[src/rtl/msx_bus_initiator_if.sv]
// Host request/done handshake plus MSX cartridge slot signals of the bus initiator.
// The master view is the initiator itself; the slave view is the host/slot side.
interface msx_bus_initiator_if;
  logic        req;
  logic        ready;
  logic [1:0]  op;
  logic [15:0] addr;
  logic [7:0]  wdata;
  logic [3:0]  page_sel;
  logic [7:0]  rdata;
  logic        done;
  logic        err;
  logic [15:0] a;
  logic [7:0]  d_out;
  logic        d_oe;
  logic [7:0]  d_in;
  logic        mreq_n;
  logic        iorq_n;
  logic        rd_n;
  logic        wr_n;
  logic        sltsl_n;
  logic        wait_n;

  modport master (
    input  req, op, addr, wdata, page_sel, d_in, wait_n,
    output ready, rdata, done, err, a, d_out, d_oe,
           mreq_n, iorq_n, rd_n, wr_n, sltsl_n
  );

  modport slave (
    output req, op, addr, wdata, page_sel, d_in, wait_n,
    input  ready, rdata, done, err, a, d_out, d_oe,
           mreq_n, iorq_n, rd_n, wr_n, sltsl_n
  );
endinterface

[src/rtl/msx_bus_initiator.sv]
// MSX slot bus master: turns a req/done handshake into Z80-timed memory and I/O cycles.
// Every output is a flop so reset releases the strobes without a glitch.
module msx_bus_initiator #(
  parameter int IO_WAITS     = 1,
  parameter int WAIT_TIMEOUT = 255
) (
  input  logic                clk,
  input  logic                reset_n,
  msx_bus_initiator_if.master bus
);
  localparam int CW = (WAIT_TIMEOUT > 255) ? $clog2(WAIT_TIMEOUT + 1) : 8;
  localparam int FW = (IO_WAITS > 1) ? $clog2(IO_WAITS) : 1;
  localparam logic [CW-1:0] TO_LIM  = CW'(WAIT_TIMEOUT);
  localparam logic [FW-1:0] FW_INIT = (IO_WAITS > 0) ? FW'(IO_WAITS - 1) : '0;

  typedef enum logic [2:0] {S_IDLE, S_T1, S_T2, S_TW, S_T3, S_TE} state_e;

  state_e          state_q, state_d;
  logic [1:0]      op_q, op_d;       // [1]=I/O, [0]=write
  logic            sel_q, sel_d;
  logic [15:0]     a_q, a_d;
  logic [7:0]      dout_q, dout_d;
  logic [7:0]      rdata_q, rdata_d;
  logic [CW-1:0]   cnt_q, cnt_d;
  logic [FW-1:0]   fcnt_q, fcnt_d;
  logic            done_q, done_d;
  logic            err_q, err_d;
  logic            ready_q, ready_d;
  logic            doe_q, doe_d;
  logic            mreq_n_q, mreq_n_d;
  logic            iorq_n_q, iorq_n_d;
  logic            rd_n_q, rd_n_d;
  logic            wr_n_q, wr_n_d;
  logic            sltsl_n_q, sltsl_n_d;
  logic            strobe_on;

  always_ff @(posedge clk or negedge reset_n) begin
    if (!reset_n) begin
      state_q   <= S_IDLE;
      op_q      <= '0;
      sel_q     <= 1'b0;
      a_q       <= '0;
      dout_q    <= '0;
      rdata_q   <= '0;
      cnt_q     <= '0;
      fcnt_q    <= '0;
      done_q    <= 1'b0;
      err_q     <= 1'b0;
      ready_q   <= 1'b1;
      doe_q     <= 1'b0;
      mreq_n_q  <= 1'b1;
      iorq_n_q  <= 1'b1;
      rd_n_q    <= 1'b1;
      wr_n_q    <= 1'b1;
      sltsl_n_q <= 1'b1;
    end else begin
      state_q   <= state_d;
      op_q      <= op_d;
      sel_q     <= sel_d;
      a_q       <= a_d;
      dout_q    <= dout_d;
      rdata_q   <= rdata_d;
      cnt_q     <= cnt_d;
      fcnt_q    <= fcnt_d;
      done_q    <= done_d;
      err_q     <= err_d;
      ready_q   <= ready_d;
      doe_q     <= doe_d;
      mreq_n_q  <= mreq_n_d;
      iorq_n_q  <= iorq_n_d;
      rd_n_q    <= rd_n_d;
      wr_n_q    <= wr_n_d;
      sltsl_n_q <= sltsl_n_d;
    end
  end

  always_comb begin
    state_d = state_q;
    op_d    = op_q;
    sel_d   = sel_q;
    a_d     = a_q;
    dout_d  = dout_q;
    rdata_d = rdata_q;
    cnt_d   = cnt_q;
    fcnt_d  = fcnt_q;
    done_d  = 1'b0;
    err_d   = 1'b0;

    case (state_q)
      S_IDLE: begin
        if (bus.req) begin
          state_d = S_T1;
          op_d    = bus.op;
          a_d     = bus.addr;
          sel_d   = !bus.op[1] && bus.page_sel[bus.addr[15:14]];
          cnt_d   = '0;
          fcnt_d  = '0;
          if (bus.op[0]) dout_d = bus.wdata;
        end
      end
      S_T1: state_d = S_T2;
      S_T2: begin
        // I/O cycles get their forced TW states before wait_n is looked at
        if (op_q[1] && (IO_WAITS > 0)) begin
          state_d = S_TW;
          fcnt_d  = FW_INIT;
        end else if (!bus.wait_n) begin
          state_d = S_TW;
          cnt_d   = CW'(1);
        end else begin
          state_d = S_T3;
        end
      end
      S_TW: begin
        if (fcnt_q != '0) begin
          fcnt_d = fcnt_q - 1'b1;
        end else if (bus.wait_n) begin
          state_d = S_T3;
        end else if ((WAIT_TIMEOUT != 0) && (cnt_q >= TO_LIM)) begin
          state_d = S_TE;
          done_d  = 1'b1;
          err_d   = 1'b1;
        end else if (cnt_q != '1) begin
          cnt_d = cnt_q + 1'b1;
        end
      end
      S_T3: begin
        if (!op_q[0]) rdata_d = bus.d_in;
        state_d = S_TE;
        done_d  = 1'b1;
      end
      S_TE:    state_d = S_IDLE;
      default: state_d = S_IDLE;
    endcase

    // Strobes are registered from the next state so they change only on clk edges.
    strobe_on = (state_d == S_T2) || (state_d == S_TW) || (state_d == S_T3);
    mreq_n_d  = !(strobe_on && !op_q[1]);
    iorq_n_d  = !(strobe_on && op_q[1]);
    rd_n_d    = !(strobe_on && !op_q[0]);
    wr_n_d    = !(strobe_on && op_q[0]);
    sltsl_n_d = !(strobe_on && sel_q);
    doe_d     = (state_d != S_IDLE) && op_d[0];
    ready_d   = (state_d == S_IDLE);
  end

  assign bus.ready   = ready_q;
  assign bus.rdata   = rdata_q;
  assign bus.done    = done_q;
  assign bus.err     = err_q;
  assign bus.a       = a_q;
  assign bus.d_out   = dout_q;
  assign bus.d_oe    = doe_q;
  assign bus.mreq_n  = mreq_n_q;
  assign bus.iorq_n  = iorq_n_q;
  assign bus.rd_n    = rd_n_q;
  assign bus.wr_n    = wr_n_q;
  assign bus.sltsl_n = sltsl_n_q;
endmodule

[src/flat_wrapper.sv]
// flat-port wrapper written by rule: the top's interface ports become plain ports
module msx_bus_initiator_flat 
#(
  parameter int IO_WAITS     = 1,
  parameter int WAIT_TIMEOUT = 255
)
  (clk, reset_n, bus_req, bus_op, bus_addr, bus_wdata, bus_page_sel, bus_d_in, bus_wait_n, bus_ready, bus_rdata, bus_done, bus_err, bus_a, bus_d_out, bus_d_oe, bus_mreq_n, bus_iorq_n, bus_rd_n, bus_wr_n, bus_sltsl_n);
  msx_bus_initiator_if bus_i ();
  input  logic clk;
  input  logic reset_n;
  input wire logic [$bits(bus_i.req)-1:0] bus_req;
  input wire logic [$bits(bus_i.op)-1:0] bus_op;
  input wire logic [$bits(bus_i.addr)-1:0] bus_addr;
  input wire logic [$bits(bus_i.wdata)-1:0] bus_wdata;
  input wire logic [$bits(bus_i.page_sel)-1:0] bus_page_sel;
  input wire logic [$bits(bus_i.d_in)-1:0] bus_d_in;
  input wire logic [$bits(bus_i.wait_n)-1:0] bus_wait_n;
  output wire logic [$bits(bus_i.ready)-1:0] bus_ready;
  output wire logic [$bits(bus_i.rdata)-1:0] bus_rdata;
  output wire logic [$bits(bus_i.done)-1:0] bus_done;
  output wire logic [$bits(bus_i.err)-1:0] bus_err;
  output wire logic [$bits(bus_i.a)-1:0] bus_a;
  output wire logic [$bits(bus_i.d_out)-1:0] bus_d_out;
  output wire logic [$bits(bus_i.d_oe)-1:0] bus_d_oe;
  output wire logic [$bits(bus_i.mreq_n)-1:0] bus_mreq_n;
  output wire logic [$bits(bus_i.iorq_n)-1:0] bus_iorq_n;
  output wire logic [$bits(bus_i.rd_n)-1:0] bus_rd_n;
  output wire logic [$bits(bus_i.wr_n)-1:0] bus_wr_n;
  output wire logic [$bits(bus_i.sltsl_n)-1:0] bus_sltsl_n;
  assign bus_i.req = bus_req;
  assign bus_i.op = bus_op;
  assign bus_i.addr = bus_addr;
  assign bus_i.wdata = bus_wdata;
  assign bus_i.page_sel = bus_page_sel;
  assign bus_i.d_in = bus_d_in;
  assign bus_i.wait_n = bus_wait_n;
  assign bus_ready = bus_i.ready;
  assign bus_rdata = bus_i.rdata;
  assign bus_done = bus_i.done;
  assign bus_err = bus_i.err;
  assign bus_a = bus_i.a;
  assign bus_d_out = bus_i.d_out;
  assign bus_d_oe = bus_i.d_oe;
  assign bus_mreq_n = bus_i.mreq_n;
  assign bus_iorq_n = bus_i.iorq_n;
  assign bus_rd_n = bus_i.rd_n;
  assign bus_wr_n = bus_i.wr_n;
  assign bus_sltsl_n = bus_i.sltsl_n;
  msx_bus_initiator #(.IO_WAITS(IO_WAITS), .WAIT_TIMEOUT(WAIT_TIMEOUT)) u_core (.clk(clk), .reset_n(reset_n), .bus(bus_i));
endmodule
[config.mk]
export PLATFORM = sky130hd
export DESIGN_NAME = msx_bus_initiator_flat
export DESIGN_NICKNAME = d
export VERILOG_FILES = /design/src/rtl/msx_bus_initiator_if.sv /design/src/rtl/msx_bus_initiator.sv /design/src/flat_wrapper.sv
export SDC_FILE = /design/constraint.sdc
export NUM_CORES = 1
export LEC_CHECK = 0
export ABC_CLOCK_PERIOD_IN_PS = 4390
export CORE_MARGIN = 5
export CORE_UTILIZATION = 35
export DETAILED_ROUTE_END_ITERATION = 10
export MAX_ROUTING_LAYER = met4
export PLACE_DENSITY = 0.67
export SYNTH_ARGS = -nofsm -noshare
export SYNTH_HDL_FRONTEND = slang
export SYNTH_SLANG_ARGS = --single-unit
[constraint.sdc]
create_clock -name clk -period 4.39 [get_ports clk]
set_input_delay 0.6585 -clock clk [delete_from_list [all_inputs] [get_ports clk]]
set_output_delay 0.6585 -clock clk [all_outputs]
set_load 0.05 [all_outputs]
Yosys cells after proc, flatten, opt, wreduce, memory -nomap -nowiden:

Index checks and enable logic that the tools add are counted.

* register bits after elaboration: 56
* bits in latches: 0
* RAM bits: 0
* ROM bits: 0
* input bits: 42
* output and inout bits: 41
* word-level logic and storage cells: 93
* memories kept: 0

* add/sub/neg operators: 2
* $mul: 0
* div/mod/pow operators: 0
* magnitude comparators: 2
* equality and inequality tests: 16
* shifts and indexed selects: 0
* mux-type cells: 28
* bitwise operators: 1
* reduce and logical (&&, ||, !) cells: 26

Operator list (number)
* $mux 8: 7
* $pmux 8 s3: 1
* $mux 3: 6
* $pmux 3 s5: 1
* $eq 3x2->1 const B: 4
* $ne 2x2->1 const B: 6
* $mux 1: 10
* $add 8x1->8 const B: 1
* $ge 8x8->1 const B: 1
* $logic_not 1->1: 8
* $ne 8x8->1 const B: 1
* $reduce_and 8->1: 1
* $logic_and 1x1->1: 7
* $eq 3x3->1 const B: 2
* $logic_not 3->1: 2
* $reduce_and 3->1: 2
* $reduce_bool 3->1: 2
* $ne 2x1->1 const B: 2
* $reduce_and 2->1: 2
* $eq 3x1->1 const B: 1
* $lt 2x3->1 const B: 1
* $pmux 1 s3: 1
* $bmux 1 s2: 1
* $logic_or 1x1->1: 2
* 3 further kinds: 3

Longest topological paths before layout:

Gate-level depths: netlist (run 1).

* depth in word-level cells: 10
* mapped depth: 5
* depth with buffers taken out: 5

Least setup slack after synthesis (run 1):

OpenSTA, ideal clock, no wires.

* kind: input to register
* from: input port bus_req
* to: register u_core.a_q[10] (netlist: u_core.bus.a[10])
* setup time: 0.125 ns
* data arrival time: 1.471 ns
* data required time: 4.265 ns
* setup slack: 2.794 ns
* stages on the path: 3
* buffers on the path: 1
* cell sequence: nor4b_4 -> buf_2 -> mux2_2

* word-level cells in the longest chain between the ends: 1

Ends and longest elaborated chain
* start, declared: RTL line flat_wrapper.sv:11 `input wire logic [$bits(bus_i.req)-1:0] bus_req;`
* $reduce_and 2->1 (no source line)
* end signal, assigned: RTL line msx_bus_initiator.sv:42 `a_q <= '0;`
* end signal, assigned: RTL line msx_bus_initiator.sv:60 `a_q <= a_d;`
* end, declared: RTL line msx_bus_initiator.sv:21 `logic [15:0] a_q, a_d;`

No other way between the ends.
A chain may end at the register's enable or synchronous reset.

Worst setup path after layout (run 1):

* from: register u_core.ready_q (netlist: u_core.bus.ready)
* to: output port bus_ready

RTL lines
* start, declared: RTL line msx_bus_initiator.sv:28 `logic ready_q, ready_d;`
* start signal, assigned: RTL line msx_bus_initiator.sv:67 `ready_q <= ready_d;`
* end, declared: RTL line flat_wrapper.sv:18 `output wire logic [$bits(bus_i.ready)-1:0] bus_ready;`

No word-level cell between the ends.

==> summary.txt, run 1 <==
Worst setup path
  • Max incr delay on CP: 0.81 ns
  • Type of destination of the critical path: output pin
  • Cell Chain, Critical Path: clkdlybuf4s50_1
  • Crit path buf inv count: 1
  • Crit path required time: 3.73 ns
  • Family of cells with the greatest summed delay on the critical path: buffers and inverters
  • Startpoint types: register
  • Critical path fanouts, max: 1
  • Cell type of the slowest stage on the worst timing path: clkdlybuf4s50_1
  • Critical setup path kind: reg -> out
  • Data arrival time of the critical path: 1.63 ns

Drt
  • Wire length on met1: 2.21 mm
  • Detail Route Antenna Nets: 0
  • First-iteration detailed-routing DRC count: 84
  • Total met3 wirelength after detailed routing: 315 um
  • Top layer reached by signal wires: met4
  • Overall routed net length: 4.92 mm
  • Mean number of vias per cell: 5.02
  • Total DRC errors in the routed layout: 0
  • First drt pass iteration count: 4
  • Met2 WL post-DR: 2.36 mm
  • Routed wirelength normalized by instance count: 14.7 um
  • Total vias in the final route: 1,676

Cells and area
  • Number of nets in the final layout: 299
  • Area of the multi-input gates: 902 um^2
  • Proportion of layout cells with a drive suffix above 1: 23.0%
  • Final core utilization: 52.0%
  • Count of non-filler cells in the finished layout: 334
  • Most frequent standard cell in the layout excluding fill and tap cells: clkdlybuf4s50_1
  • Sequential cell area: 1380 um^2
  • Leading cell types in the layout, fill and taps excluded: clkdlybuf4s50_1 (81), dfrtp_1 (49), mux2_2 (34)
  • Synthesis-to-finish area growth: 42.8%
  • ANT cells: 0
  • Filler instances: 570

Outcome
  • Run status: finished, final reports clean

Synth
  • Cell types occupying the most area after synthesis: dfrtp_1 (52%), mux2_2 (16%), dfstp_2 (6.7%), nor4b_4 (2.0%), a2bb2oi_1 (1.5%)
  • Most instantiated flip-flop cell in the synthesis netlist: dfrtp_1
  • Count of flip-flops with a built-in enable after synthesis: 0
  • Cell count after synthesis: 172
  • Average size of a mapped cell: 13.6 um^2
  • Sequential element share of the synthesized area: 59.1%
  • Total of flip-flops plus latches after synthesis: 55
  • Synth area leader: dfrtp_1
  • Netlist Area Pre-Place: 2340 um^2
  • Warning count from the yosys run: 0
  • Net Count, Synth: 215
  • Top-area cell type share of the netlist area: 52.4%
  • Share of flip-flops with an asynchronous set or reset after synthesis: 100%
  • Number of distinct library cell variants in the gate-level netlist after synthesis: 41

Timing
  • Final Hold Fails: 0
  • Final Critical Period: 2.29 ns
  • Setup repair after global routing missed its margin: no
  • Final Worst Setup Slack: 2.10 ns
  • Total negative slack: 0 ns
  • Endpoints failing setup: 0
  • Number of max-slew violations in the final report: 0
  • Slew at the pin with the worst max-slew slack: 0.692 ns
  • Fmax: 436 MHz
  • Final worst-path cycle share: 52.2%
  • Worst max-slew margin expressed relative to the limit: 53.9%
  • Fin Clk Skew: 0.00958 ns

CTS
  • Bufs on Longest Clock Path: 2
  • Clock tree root driver cell: clkbuf_8
  • Count of hold-fix buffers inserted at cts: 0
  • Clock-pin transition on the worst setup and hold timing paths: 0.09 ns
  • Number of gates given a new drive strength after cts: 0
  • Latest clock arrival within the worst-skew pair: 0.31 ns
  • H-tree Lvls: 2
  • CTS tree: built
  • Clock tree sinks: 55
  • Post-CTS Setup Repair Bufs: 0
  • Cts bufs inserted: 5

Place
  • Post-placement setup slack: 2.02 ns
  • Placer Congestion: 0.831
  • HPWL after detailed placement: 3.57 mm
  • Count of buffers from port buffering: 82
  • Placed Cells incl. Taps: 326

Flow run
  • Max-cap violation count: 0

Pwr
  • Leak: 1.36 nW
  • Total power divided by cell area: 831 nW/um^2
  • Combinational fraction of design power: 53.9%
  • Part of the total power dissipated in the clock network: 12.4%
  • Internal power component: 1.51 mW
  • IR drop worst, VDD: 0.000378 V
  • Sequential Power Share: 33.7%
  • Fraction of power spent switching nets: 45.5%
  • Net switching component of the power: 1.27 mW

GRT
  • Overall Global Routing Usage: 12.1%
  • Sum of overflow across all layers after global routing: 0
  • Global-route wire length before repair: 8.08 mm
  • Initial antenna violation count: 0
  • Maximum number of pins on one net before global-route repair: 56
  • Number of global-route vias before repair: 1,682

Floorplanning
  • Total core area: 6420 um^2
  • Full die area: 8420 um^2
  • Die Span Y: 91.8 um
  • Number of top-level pins: 83
  • Number of rows in the core area: 29
  • Floorplan die width: 91.8 um
  • Starting density of the core: 36.5%

Min path
  • Worst min path class: reg -> reg
==> cells in the mapped netlist (3+ instances only) <==
cell type,instances
a2bb2oi_1,4
dfrtp_1,49
dfstp_2,6
inv_1,3
mux2_2,34
nand2_1,9
nand2b_1,4
nand3_1,6
nor2_1,7
o21ai_0,5
o31ai_1,4
==> per-stage QoR <==
stage / total power [mW] / area [um^2] / hold WS [ns]
2_1_floorplan: 1.97 / 2340 / 0.363
3_3_place_gp: 2.44 / 3220 / 0.414
3_5_place_dp: 2.46 / 3220 / 0.407
4_1_cts: 2.81 / 3340 / 0.423
5_1_grt: 2.93 / 3340 / 0.454
6_report: 2.78 / 3340 / 0.414
==> state kept, by name, summed over array words and instances, names as in the netlist <==
register            count
u_core.bus.a           16
u_core.bus.d_oe         1
u_core.bus.d_out        8
u_core.bus.done         1
u_core.bus.err          1
u_core.bus.iorq_n       1
u_core.bus.mreq_n       1
u_core.bus.rd_n         1
u_core.bus.rdata        8
u_core.bus.ready        1
u_core.bus.sltsl_n      1
u_core.bus.wr_n         1
u_core.cnt_q            8
u_core.op_q             2
u_core.sel_q            1
u_core.state_q          3
==> per-layer routing <==
metal / global-route usage (%) / vias to the layer above
li1: - / 803
met1: 15.4 / 803
met2: 19.3 / 66
met3: 3.27 / 4
met4: 3.09 / 0
met5: - / -
==> final timing paths <==
path	startpoint	to	slack (ns)	cells after the start
setup / recovery	u_core.bus.ready	bus_ready	2.10	1
hold / removal	u_core.sel_q	u_core.bus.sltsl_n	0.41	1
setup reg to reg	u_core.state_q[2]	u_core.bus.rdata[2]	2.50	2
hold reg to reg	u_core.sel_q	u_core.bus.sltsl_n	0.41	1
max in group asynchronous	reset_n	u_core.bus.a[0]	3.46	2
min in group asynchronous	reset_n	u_core.bus.rdata[2]	0.47	2
==> power groups by stage <==
stage                     Clock [mW]  Combinational [mW]  Sequential [mW]
after floorplan                    0               0.463             1.51
after global placement             0                1.50            0.949
after detailed placement           0                1.51            0.946
after CTS                      0.359                1.52            0.939
after global routing           0.375                1.58            0.974
final                          0.344                1.50            0.937
==> kinds of logic after synthesis <==
logic type / synth area share (%)
AO/OA/AOI/OAI: 9.67
buffers and inverters: 2.35
AND/OR/NAND/NOR: 11.0
flip-flops: 59.1
adder cells (fa/ha/maj): 0.534
multiplexers: 17.3
==> cell type report <==
class                      count  area share, %
clock buffer                   6           2.47
clock inverter                 2           1.05
inverter                       3          0.337
multi-input combinational    107           27.0
sequential                    55           41.4
tap                           77           2.88
timing repair buffer          84           24.9
Note: power is estimated with default switching activity, not from simulation.
==> run 2, diff against run 1 <==
--- a/config.mk
+++ b/config.mk
@@ -5,12 +5,12 @@
 export SDC_FILE = /design/constraint.sdc
 export NUM_CORES = 1
 export LEC_CHECK = 0
-export ABC_CLOCK_PERIOD_IN_PS = 4390
+export ABC_CLOCK_PERIOD_IN_PS = 2000
 export CORE_MARGIN = 5
 export CORE_UTILIZATION = 35
 export DETAILED_ROUTE_END_ITERATION = 10
 export MAX_ROUTING_LAYER = met4
-export PLACE_DENSITY = 0.67
+export PLACE_DENSITY = 0.69
 export SYNTH_ARGS = -nofsm -noshare
 export SYNTH_HDL_FRONTEND = slang
 export SYNTH_SLANG_ARGS = --single-unit
==> constraint.sdc (replaced) <==
create_clock -name clk -period 2 [get_ports clk]
set_input_delay 0.3 -clock clk [delete_from_list [all_inputs] [get_ports clk]]
set_output_delay 0.3 -clock clk [all_outputs]
set_load 0.05 [all_outputs]
==> summary.txt, run 2 (synthesis gave the netlist of run 1 again) <==
CTS
  • H-tree Lvls: 2
  • Clock tree root driver cell: clkbuf_8
  • Clock-pin transition on the worst setup and hold timing paths: 0.10 ns
  • Number of gates given a new drive strength after cts: 0
  • Clock tree sinks: 55
  • CTS tree: built
  • Latest clock arrival within the worst-skew pair: 0.30 ns
  • Cts bufs inserted: 5
  • Bufs on Longest Clock Path: 2

Worst setup path
  • Data arrival time of the critical path: 1.62 ns
  • Endpoint of the worst register-to-register path: u_core.bus.iorq_n
  • Startpoint types: register
  • Max incr delay on CP: 0.79 ns
  • Register-to-register setup slack: 0.25 ns
  • Critical setup path kind: reg -> out
  • Crit path required time: 1.70 ns
  • Startpoint of the worst register-to-register path: u_core.cnt_q[0]
  • Cell type of the slowest stage on the worst timing path: clkdlybuf4s50_1
  • Stages on the worst setup path: 1
  • Cell Chain, Critical Path: clkdlybuf4s50_1
  • Type of destination of the critical path: output pin
  • Critical path fanouts, max: 1
  • Crit path buf inv count: 1
  • Worst-case reg-to-reg path depth: 5
  • Family of cells with the greatest summed delay on the critical path: buffers and inverters

GRT
  • Sum of overflow across all layers after global routing: 0
  • Global-route wire length before repair: 8.77 mm
  • Overall Global Routing Usage: 13.0%
  • Initial antenna violation count: 0
  • Maximum number of pins on one net before global-route repair: 56
  • Number of global-route vias before repair: 1,825

Floorplanning
  • Starting density of the core: 36.5%
  • Number of rows in the core area: 29
  • Number of top-level pins: 83
  • Total core area: 6420 um^2
  • Floorplan die width: 91.8 um
  • Full die area: 8420 um^2
  • Die Span Y: 91.8 um

Min path
  • Worst-case hold path end point: u_core.bus.sltsl_n
  • Hold Path Depth: 1
  • Worst min path class: reg -> reg
  • Hold path startpoint: u_core.sel_q

Timing
  • Final Critical Period: 1.92 ns
  • Endpoints failing setup: 0
  • Final worst-path cycle share: 96.0%
  • Setup repair after global routing missed its margin: no
  • Final Worst Setup Slack: 0.0795 ns
  • Worst Hold Slack: 0.409 ns
  • Final Hold Fails: 0
  • Total negative slack: 0 ns
  • Worst max-slew margin expressed relative to the limit: 65.0%
  • Fmax: 521 MHz
  • Slew at the pin with the worst max-slew slack: 0.523 ns
  • Number of max-slew violations in the final report: 0
  • Fin Clk Skew: 0.00751 ns

Drt
  • Overall routed net length: 5.13 mm
  • First-iteration detailed-routing DRC count: 80
  • First drt pass iteration count: 4
  • Total DRC errors in the routed layout: 0
  • Detail Route Antenna Nets: 0
  • Total vias in the final route: 1,694
  • Mean number of vias per cell: 5.00
  • Routed wirelength normalized by instance count: 15.1 um

Cells and area
  • Proportion of layout cells with a drive suffix above 1: 25.6%
  • Most frequent standard cell in the layout excluding fill and tap cells: clkdlybuf4s50_1
  • Area of the multi-input gates: 902 um^2
  • Filler instances: 572
  • Sequential cell area: 1380 um^2
  • Largest register FFs: 16
  • Leading cell types in the layout, fill and taps excluded: clkdlybuf4s50_1 (76), dfrtp_1 (49), mux2_2 (34)
  • Number of nets in the final layout: 304
  • Synthesis-to-finish area growth: 43.1%
  • Area of all placed cells without fillers: 3350 um^2
  • ANT cells: 0

Pwr
  • Total power divided by cell area: 1790 nW/um^2
  • Total power: 6.00 mW
  • Leak: 1.38 nW
  • IR drop worst, VDD: 0.00118 V

Place
  • Count of buffers from port buffering: 82
  • Post-placement cell area: 3250 um^2
  • Placer Congestion: 0.840
  • HPWL after detailed placement: 3.79 mm
  • Post-placement setup slack: 0.135 ns

Outcome
  • Run status: finished, final reports clean

Flow run
  • Max-cap violation count: 0
## run 2: repair_timing
item | in CTS | in global routing
hold buffers | 1 | 0
buffers inserted | 0 | 0
endpoints found under the hold margin | 49 | 0
## run 2: through the flow
step	cells	utilization (%)
floorplan	172	-
global placement	330	50.7
detailed placement	330	50.7
CTS	339	52.2
global route	339	52.2
finish	339	52.2
## run 2: worst max-delay path by stage
stage / slack [ns] / startpoint / endpoint
global route: 0.02 / u_core.bus.rd_n / bus_rd_n
detailed placement: 0.13 / bus_req / u_core.bus.a[6]
finish: 0.08 / u_core.bus.rd_n / bus_rd_n
CTS: 0.06 / u_core.bus.rd_n / bus_rd_n
floorplan: 0.46 / u_core.state_q[1] / u_core.bus.a[10]
global placement: 0.17 / bus_wait_n / u_core.cnt_q[1]
## run 2: metal layers
layer | up-vias | GRT usage (%) | wire, um
met2 | 55 | 19.8 | 2420
li1 | 814 | - | -
met3 | 7 | 3.76 | 346
met1 | 818 | 16.8 | 2310
met4 | 0 | 4.33 | 56
met5 | - | - | 0
## run 2: area by class of cell
cell class	instances	share of cell area [%]
clock inverters	2	0.411
multi-input cells	107	26.9
clock buffers	6	2.17
inverters	3	0.336
repair buffers	89	26.0
flip-flops and latches	55	41.3
well taps	77	2.88
## run 2: report_power, final
group,internal [mW],switching [mW]
registers,1.65,0.365
clock network,0.248,0.347
logic,1.30,2.09
total,3.19,2.80
==> run 3, diff against run 2 <==
--- a/config.mk
+++ b/config.mk
@@ -11,6 +11,7 @@
 export DETAILED_ROUTE_END_ITERATION = 10
 export MAX_ROUTING_LAYER = met4
 export PLACE_DENSITY = 0.69
+export SETUP_SLACK_MARGIN = 0.4
 export SYNTH_ARGS = -nofsm -noshare
 export SYNTH_HDL_FRONTEND = slang
 export SYNTH_SLANG_ARGS = --single-unit
==> summary.txt, run 3 (synthesis gave the netlist of run 1 again) <==
Outcome
  • Run status: finished, final reports clean

Timing
  • Final Hold Fails: 0
  • Final Critical Period: 1.64 ns
  • Endpoints failing setup: 0
  • Number of max-slew violations in the final report: 0
  • Worst Hold Slack: 0.409 ns
  • Worst max-slew margin expressed relative to the limit: 65.6%
  • Fin Clk Skew: 0.00800 ns
  • Fmax: 611 MHz
  • Setup repair after global routing missed its margin: yes
  • Total negative slack: 0 ns
  • Final worst-path cycle share: 81.9%
  • Slew at the pin with the worst max-slew slack: 0.519 ns

Cells and area
  • Synthesis-to-finish area growth: 52.1%
  • Number of nets in the final layout: 313
  • Proportion of layout cells with a drive suffix above 1: 35.1%
  • Leading cell types in the layout, fill and taps excluded: dfrtp_1 (46), clkdlybuf4s50_1 (40), dlygate4sd2_1 (35)
  • Largest register FFs: 16
  • Most frequent standard cell in the layout excluding fill and tap cells: dfrtp_1
  • ANT cells: 0

Floorplanning
  • Number of top-level pins: 83
  • Full die area: 8420 um^2
  • Die Span Y: 91.8 um
  • Starting density of the core: 36.5%
  • Floorplan die width: 91.8 um
  • Number of rows in the core area: 29
  • Total core area: 6420 um^2

Drt
  • First drt pass iteration count: 4
  • Detail Route Antenna Nets: 0
  • Total DRC errors in the routed layout: 0
  • Mean number of vias per cell: 5.01
  • Routed wirelength normalized by instance count: 16.0 um
  • Overall routed net length: 5.57 mm
  • First-iteration detailed-routing DRC count: 62
  • Total vias in the final route: 1,742

Place
  • HPWL after detailed placement: 3.79 mm
  • Count of buffers from port buffering: 82
  • Placer Congestion: 0.840

CTS
  • Clock tree root driver cell: clkbuf_8
  • Cts bufs inserted: 5
  • Bufs on Longest Clock Path: 2
  • Clock tree sinks: 55
  • H-tree Lvls: 2
  • Clock-pin transition on the worst setup and hold timing paths: 0.10 ns
  • CTS tree: built
  • Latest clock arrival within the worst-skew pair: 0.30 ns

Pwr
  • IR drop worst, VDD: 0.00106 V
  • Leak: 1.55 nW
  • Total power divided by cell area: 1720 nW/um^2

Worst setup path
  • Critical path fanouts, max: 5
  • Crit path required time: 2.21 ns
  • Data arrival time of the critical path: 1.85 ns
  • Cell type of the slowest stage on the worst timing path: dfrtp_1
  • Family of cells with the greatest summed delay on the critical path: compound AO/OA/AOI/OAI gates
  • Startpoint types: register
  • Type of destination of the critical path: register
  • Max incr delay on CP: 0.45 ns
  • Crit path buf inv count: 0
  • Critical setup path kind: reg -> reg
  • Cell Chain, Critical Path: ha_4 > nand4_1 > o2111ai_1 > o31ai_1 > a211oi_1

Flow run
  • Max-cap violation count: 0

GRT
  • Initial antenna violation count: 0
  • Sum of overflow across all layers after global routing: 0
  • Maximum number of pins on one net before global-route repair: 56
  • Number of global-route vias before repair: 1,887
  • Global-route wire length before repair: 8.96 mm
  • Overall Global Routing Usage: 13.3%

Min path
  • Worst min path class: reg -> reg
## run 3: layout make-up
cell class              instances  area, um^2
clock buffers                   6        72.6
clock inverters                 2        13.8
fillers                       565        2860
inverters                       3        11.3
multi-input cells             107        1060
flip-flops and latches         55        1390
well taps                      77        96.3
repair buffers                 98         916
## run 3: worst paths after layout
check	start	to	depth (start not counted)	slack [ns]
setup / recovery	u_core.cnt_q[1]	u_core.cnt_q[0]	5	0.36
hold / removal	u_core.sel_q	u_core.bus.sltsl_n	1	0.41
setup reg to reg	u_core.cnt_q[1]	u_core.cnt_q[0]	5	0.36
hold reg to reg	u_core.sel_q	u_core.bus.sltsl_n	1	0.41
max in group asynchronous	reset_n	u_core.bus.mreq_n	3	1.17
min in group asynchronous	reset_n	u_core.cnt_q[3]	3	0.50
## run 3: power breakdown
part	total [mW]	switching (mW)	internal [mW]
Sequential	2.04	0.383	1.66
Clock	0.604	0.356	0.248
Combinational	3.47	2.21	1.25
Total	6.11	2.95	3.16
## run 3: through the flow
| step | utilization (%) | cells | worst slack [ns] | instance area [um^2] | power (mW) |
|---|---|---|---|---|---|
| after floorplan | - | 172 | 0.465 | 2340 | 4.33 |
| after global placement | 50.7 | 330 | 0.172 | 3250 | 5.41 |
| after detailed placement | 50.7 | 330 | 0.135 | 3250 | 5.46 |
| after CTS | 52.5 | 344 | 0.333 | 3370 | 5.91 |
| after global routing | 55.4 | 348 | 0.305 | 3560 | 6.46 |
| final | 55.4 | 348 | 0.363 | 3560 | 6.11 |
## run 3: routing by layer
metal | track usage, % | wire length (um)
met1 | 16.7 | 2440
met2 | 21.1 | 2710
met3 | 3.52 | 360
met4 | 4.08 | 57
met5 | - | 0
## run 3: worst reg2reg max path, stage by stage (launching register included)
cell,delay (ns)
dfrtp_1,0.45
ha_4,0.20
nand4_1,0.26
o2111ai_1,0.31
o31ai_1,0.11
a211oi_1,0.22
## run 3: what timing repair did
item / in CTS / in global routing
gates resized for setup: 42 / 38
hold endpoints to repair: 49 / 0
endpoints found under the setup margin: 63 / 47
hold buffers: 1 / 0
pin swaps: 3 / 8
setup buffers: 5 / 4
